**config.mk**
```make
export PLATFORM = sky130hd
export DESIGN_NAME = alu_share_arbiter
export DESIGN_NICKNAME = d
export VERILOG_FILES = /design/src/rtl/alu_share_arbiter.sv
export SDC_FILE = /design/constraint.sdc
export NUM_CORES = 1
export LEC_CHECK = 0
export CORE_MARGIN = 2
export CORE_UTILIZATION = 37
export CTS_CLUSTER_DIAMETER = 150
export CTS_CLUSTER_SIZE = 16
export DETAILED_ROUTE_END_ITERATION = 12
export GPL_TIMING_DRIVEN = 0
export MAX_ROUTING_LAYER = met4
export PLACE_DENSITY = 0.9
export SLEW_MARGIN = 20
export SYNTH_ARGS = -nofsm -noshare
export SYNTH_HDL_FRONTEND = slang
export SYNTH_SLANG_ARGS = --single-unit
```
**constraint.sdc**
```tcl
create_clock -name clk -period 5.3 [get_ports clk]
set_clock_uncertainty 0.1 [all_clocks]
set_input_delay 1.59 -clock clk [delete_from_list [all_inputs] [get_ports clk]]
set_output_delay 1.59 -clock clk [all_outputs]
set_load 0.03 [all_outputs]
```
**src/rtl/alu_share_arbiter.sv**
```systemverilog
// alu_share_arbiter: round-robin sharing of one execute-stage ALU between two requesters
// Ports:
//   clk, rst                        clock and asynchronous active-high reset
//   req_valid_i / req_ready_o [1:0] per-requester valid and grant/accept
//   req_a_i, req_b_i, req_op_i      packed operands/opcode, requester 0 in the low slice
//   alu_a_o, alu_b_o, alu_op_o      registered operands to the shared ALU
//   alu_res_i                       combinational ALU result
//   rsp_valid_o, rsp_id_o,
//   rsp_data_o, rsp_ready_i         tagged valid/ready response channel
module alu_share_arbiter #(
    parameter int DATA_WIDTH  = 32,
    parameter int ALU_CONTROL = 4
) (
    input  logic                       clk,
    input  logic                       rst,
    input  logic [1:0]                 req_valid_i,
    output logic [1:0]                 req_ready_o,
    input  logic [2*DATA_WIDTH-1:0]    req_a_i,
    input  logic [2*DATA_WIDTH-1:0]    req_b_i,
    input  logic [2*ALU_CONTROL-1:0]   req_op_i,
    output logic [DATA_WIDTH-1:0]      alu_a_o,
    output logic [DATA_WIDTH-1:0]      alu_b_o,
    output logic [ALU_CONTROL-1:0]     alu_op_o,
    input  logic [DATA_WIDTH-1:0]      alu_res_i,
    output logic                       rsp_valid_o,
    output logic                       rsp_id_o,
    output logic [DATA_WIDTH-1:0]      rsp_data_o,
    input  logic                       rsp_ready_i
);
    typedef enum logic [1:0] {IDLE, EXEC, RESP} state_t;
    state_t                 state_q, state_d;
    logic                   last_grant_q, last_grant_d;
    logic                   id_q, id_d;
    logic                   rsp_id_q, rsp_id_d;
    logic                   rsp_valid_q, rsp_valid_d;
    logic [DATA_WIDTH-1:0]  a_q, a_d, b_q, b_d, rsp_data_q, rsp_data_d;
    logic [ALU_CONTROL-1:0] op_q, op_d;
    logic                   gnt_id, take, in_exec, in_resp;
    logic [1:0]             grant;
    always_comb begin
        // With both requesting, the one that did not win last time goes next.
        gnt_id       = (req_valid_i == 2'b11) ? ~last_grant_q : req_valid_i[1];
        // Grant is held off while reset is asserted so ready drops immediately.
        grant        = (state_q == IDLE && !rst) ? (req_valid_i & (2'b01 << gnt_id)) : 2'b00;
        take         = |grant;
        in_exec      = (state_q == EXEC);
        in_resp      = (state_q == RESP);
        a_d          = take ? req_a_i[gnt_id*DATA_WIDTH +: DATA_WIDTH] : a_q;
        b_d          = take ? req_b_i[gnt_id*DATA_WIDTH +: DATA_WIDTH] : b_q;
        op_d         = take ? req_op_i[gnt_id*ALU_CONTROL +: ALU_CONTROL] : op_q;
        id_d         = take ? gnt_id : id_q;
        last_grant_d = take ? gnt_id : last_grant_q;
        rsp_data_d   = in_exec ? alu_res_i : rsp_data_q;
        rsp_id_d     = in_exec ? id_q : rsp_id_q;
        rsp_valid_d  = in_exec ? 1'b1 : (in_resp && rsp_ready_i) ? 1'b0 : rsp_valid_q;
        state_d      = (state_q == IDLE) ? (take ? EXEC : IDLE) :
                       in_exec ? RESP : (rsp_ready_i ? IDLE : RESP);
    end
    always_ff @(posedge clk or posedge rst) begin
        if (rst) begin
            state_q      <= IDLE;
            last_grant_q <= 1'b1;
            id_q         <= 1'b0;
            a_q          <= '0;
            b_q          <= '0;
            op_q         <= '0;
            rsp_data_q   <= '0;
            rsp_id_q     <= 1'b0;
            rsp_valid_q  <= 1'b0;
        end else begin
            state_q      <= state_d;
            last_grant_q <= last_grant_d;
            id_q         <= id_d;
            a_q          <= a_d;
            b_q          <= b_d;
            op_q         <= op_d;
            rsp_data_q   <= rsp_data_d;
            rsp_id_q     <= rsp_id_d;
            rsp_valid_q  <= rsp_valid_d;
        end
    end
    assign req_ready_o = grant;
    assign alu_a_o     = a_q;
    assign alu_b_o     = b_q;
    assign alu_op_o    = op_q;
    assign rsp_valid_o = rsp_valid_q;
    assign rsp_id_o    = rsp_id_q;
    assign rsp_data_o  = rsp_data_q;
endmodule

```
**Yosys cells after proc, flatten, opt, wreduce, memory -nomap -nowiden**

Cells that the tools add are included.

- $add $sub $neg: 0
- Multiply operators: 0
- Div/mod/pow operators: 0
- Order comparisons: 0
- Equality and inequality tests: 3
- Shift operators: 4
- Multiplexer cells: 8
- Bitwise logic cells: 2
- Reduce and logical (&&, ||, !) cells: 6

Operators with widths:

| operator | number |
|---|---|
| 64-bit by 7-bit variable part select with 32-bit output | 2 |
| 2-bit two-way mux | 4 |
| 8-bit by 4-bit variable part select with 4-bit output | 1 |
| 2-bit equality test (second input constant) | 2 |
| 1-bit two-way mux | 4 |
| 2-bit AND | 1 |
| 2-bit by 1-bit equality test with 1-bit output (second input constant) | 1 |
| 1-bit logical AND | 2 |
| 2-bit logical NOT | 1 |
| 2-bit nonzero test | 1 |
| 2-bit OR reduction | 1 |
| 1-bit by 1-bit << shifter with 2-bit output (first input constant) | 1 |
| 1-bit logical NOT | 1 |
| 1-bit inverter | 1 |

- Register bits: 106
- Latch bits: 0
- Bits in writable memories: 0
- Memory bits (read-only): 0
- Input port bits: 173
- Output and inout bits: 104
- Logic and storage cells: 32
- Memories: 0

**Logic depth before layout (Yosys ltp)**

- Word-level depth: 8
- Mapped depth: 6
- Mapped depth without buffers: 3

**Worst setup path after synthesis**

OpenSTA, ideal clock, no wires.

- Path kind: input to output
- Start: input port rst
- End: output port req_ready_o[0]
- Arrival: 2.749 ns
- Required time: 3.610 ns
- Setup slack: 0.861 ns
- Stages: 4
- Path through: or4b_1 > buf_2 > buf_6 > nor2_1

- Cells in the longest elaborated chain, start to end: 3

RTL lines:

| item | line | source |
|---|---|---|
| start, declared | 15 | `input logic rst,` |
| 1-bit logical NOT (no line) | n/a |  |
| 1-bit logical AND | 44 | `grant = (state_q == IDLE && !rst) ? (req_valid_i & (2'b01 << gnt_id)) : 2'b00;` |
| 2-bit two-way mux | 44 |  |
| end, declared | 17 | `output logic [1:0] req_ready_o,` |

No other way between the ends.

**Worst setup path in the final report**

Ends and elaborated chain as after synthesis.

==> flow_summary.ini <==
[outcome]
outcome = finished, final reports clean

[cells_and_area]
antenna_cells = 0
syn_to_final_growth_pct = 74.5
mostFrequentLayoutCell = clkdlybuf4s50_1
final_area_mm2 = 0.00779
stdcell_count = 768
drive_above_1_share_pct = 21.6
final_cell_mix = clkdlybuf4s50_1 (274), dfrtp_1 (105), or3_1 (68), o221a_2 (68), mux2_2 (33)
nFillCells = 879
finalNetCount = 789

[route]
wl_met1_um = 5710
drc = 0
ant_nets = 0
drt_wl_total_um = 14400
vias = 4130
dr_wl_met3_um = 932
firstDrtPassIters = 4
dr_wl_met2_um = 7410
drtIter0Drc = 220
routedWlPerCell_um = 18.7
via_per_inst = 5.38
routed.top_layer = met4

[worst_setup_path]
cp-start-kind = primary input
critPathCaptureType = output pin
crit_start = rst
critPathKind = in -> out
arrival_ns = 3.49
worstPathRequired_ns = 3.61
critical_path.reg2reg.startpoint = state_q[1]
crit_fanout = 10

[power_and_ir_drop]
p_switching_mw = 1.82
clock_power_share_pct = 15.4
ir_drop_mv = 0.313
combinationalPowerShare_pct = 53.5
p_sw_share_pct = 39.1
powerDensity_mw_per_mm2 = 596
p_leak_nw = 2.99
p_seq_share_pct = 31.1
internal_power_mw = 2.83

[clocking]
clockBufferDepth = 2
cts_htree_levels = 3
cts.sinks = 106
numCtsBuffers = 9
postCtsHoldBufs = 0
clk_pin_slew_ns = 0.07
postCtsSetupRepairBufs = 0
cts_root_buf = clkbuf_16
clock_latency_ns = 0.34
cts_tree = built

[floorplanning]
core_mm2 = 0.0119
ios = 277
start_util_pct = 37.5
die_y_um = 114
rows = 40
fp.dieArea_mm2 = 0.0130
die_w_um = 114

[global_route]
antenna_found_initial = 0
grt_pass1_vias = 4275
grt_max_degree = 57
grt_remaining_overflow = 0
grt_usage_pct = 22.6
grt_pass1_wl_um = 22100

[worst_hold_path]
min_path_type = reg -> reg
hp-start = id_q

[synth]
synthTopCellsByArea = dfrtp_1 (59%), o221a_2 (17%), or3_1 (9.5%)
syn_inst = 328
synth_fp_nets = 501
ys_types = 21
synth_seq_cells = 106
yosys_warnings = 0
synth_top_area_share_pct = 58.9
yosysTopAreaCell = dfrtp_1
synthesis.area_mm2 = 0.00446
ys_seq_area_share_pct = 59.5
syn_area_per_cell_um2 = 13.6

[place]
dp.cells = 752
place_area_mm2 = 0.00744
hpwl_um = 11100
dp_slack_ns = -0.345
place_congestion = 0.811
io_buffers = 276

[timing]
slew_headroom_pct = 61.4
rsz0062_at_grt = no
drv_slew = 0
min_period_over_period_pct = 97.7
setup_violations = 0
hold_violations = 0
finalCriticalPeriod_ns = 5.18
worstMarginPinSlew_ns = 0.579
max_freq_mhz = 193
setup_slack_ns = 0.121
hold_ws_ns = 0.398
tns_ns = 0

[job]
maxCapViolations = 0
## metal layers
layer / up-vias / global-route usage (%)
li1: 1861 / -
met1: 2016 / 26.4
met2: 223 / 39.2
met3: 30 / 4.62
met4: 0 / 7.72
met5: - / -
## path summary, 6_finish.rpt
| kind | slack (ns) | cells past startpoint | to |
|---|---|---|---|
| setup / recovery | 0.12 | 6 | req_ready_o[0] |
| hold / removal | 0.40 | 2 | id_q |
| setup reg to reg | 3.17 | 5 | alu_a_o[29] |
| hold reg to reg | 0.40 | 2 | id_q |
| max in group asynchronous | 2.83 | 3 | alu_a_o[16] |
| min in group asynchronous | 1.66 | 2 | alu_b_o[0] |
## cell type report
class	count	area [um2]	area share, %
repair buffers	277	2790	35.8
flip-flops and latches	106	2650	34.1
multi-input cells	185	1680	21.5
clock buffers	10	229	2.94
well taps	147	184	2.36
plain buffers	34	149	1.91
clock inverters	6	90.1	1.16
inverters	3	16.3	0.209
## sequential cells by signal, indices dropped and copies added (netlist names)
signal / cells
rsp_id_o: 1
id_q: 1
alu_a_o: 32
alu_op_o: 4
alu_b_o: 32
rsp_data_o: 32
rsp_valid_o: 1
last_grant_q: 1
state_q: 2
## per-stage QoR
| step | power, mW | util, % |
|---|---|---|
| after global routing | 4.85 | 65.4 |
| after detailed placement | 3.94 | 62.5 |
| after global placement | 3.88 | 62.2 |
| after floorplan | 2.83 | - |
| after CTS | 4.67 | 65.4 |
| final | 4.64 | 65.4 |
## power groups by stage
| stage | Clock, mW | Combinational [mW] | Sequential, mW |
|---|---|---|---|
| 2_1_floorplan | 0 | 0.654 | 2.17 |
| 3_3_place_gp | 0 | 2.45 | 1.43 |
| 3_5_place_dp | 0 | 2.49 | 1.45 |
| 4_1_cts | 0.725 | 2.50 | 1.44 |
| 5_1_grt | 0.763 | 2.60 | 1.49 |
| 6_report | 0.713 | 2.48 | 1.45 |
## what timing repair did
item,4_1_cts,5_1_grt
endpoints found under the setup margin,2,1
hold endpoints to repair,0,0
resized for setup,7,1
pin swaps,0,0
## synth_stat cells
| cell type | number |
|---|---|
| a21oi_1 | 2 |
| a22o_1 | 1 |
| and2b_1 | 1 |
| buf_2 | 4 |
| buf_6 | 1 |
| clkbuf_1 | 23 |
| clkbuf_2 | 6 |
| dfrtp_1 | 105 |
| dfstp_2 | 1 |
| inv_1 | 3 |
| mux2_2 | 33 |
| nand2_1 | 3 |
| nand3_1 | 1 |
| nor2_1 | 3 |
| nor2b_1 | 1 |
| nor3_1 | 1 |
| o21a_1 | 1 |
| o21ai_0 | 1 |
| o221a_2 | 68 |
| or3_1 | 68 |
| or4b_1 | 1 |
## critical path: stages
cell             delay, ns
clkdlybuf4s50_1       0.53
or4b_1                0.51
buf_2                 0.21
buf_6                 0.16
nor2_1                0.09
dlygate4sd2_1         0.40
## kinds of logic (layout without fill, tap and decap cells)
logic type / Yosys count / in the layout / synth area share, %
compound gates: 73 / 73 / 17.9
simple gates: 79 / 79 / 10.8
buf+inv: 37 / 330 / 3.56
flops: 106 / 106 / 59.5
mux: 33 / 33 / 8.33
Power figures use the tool's default switching activity.
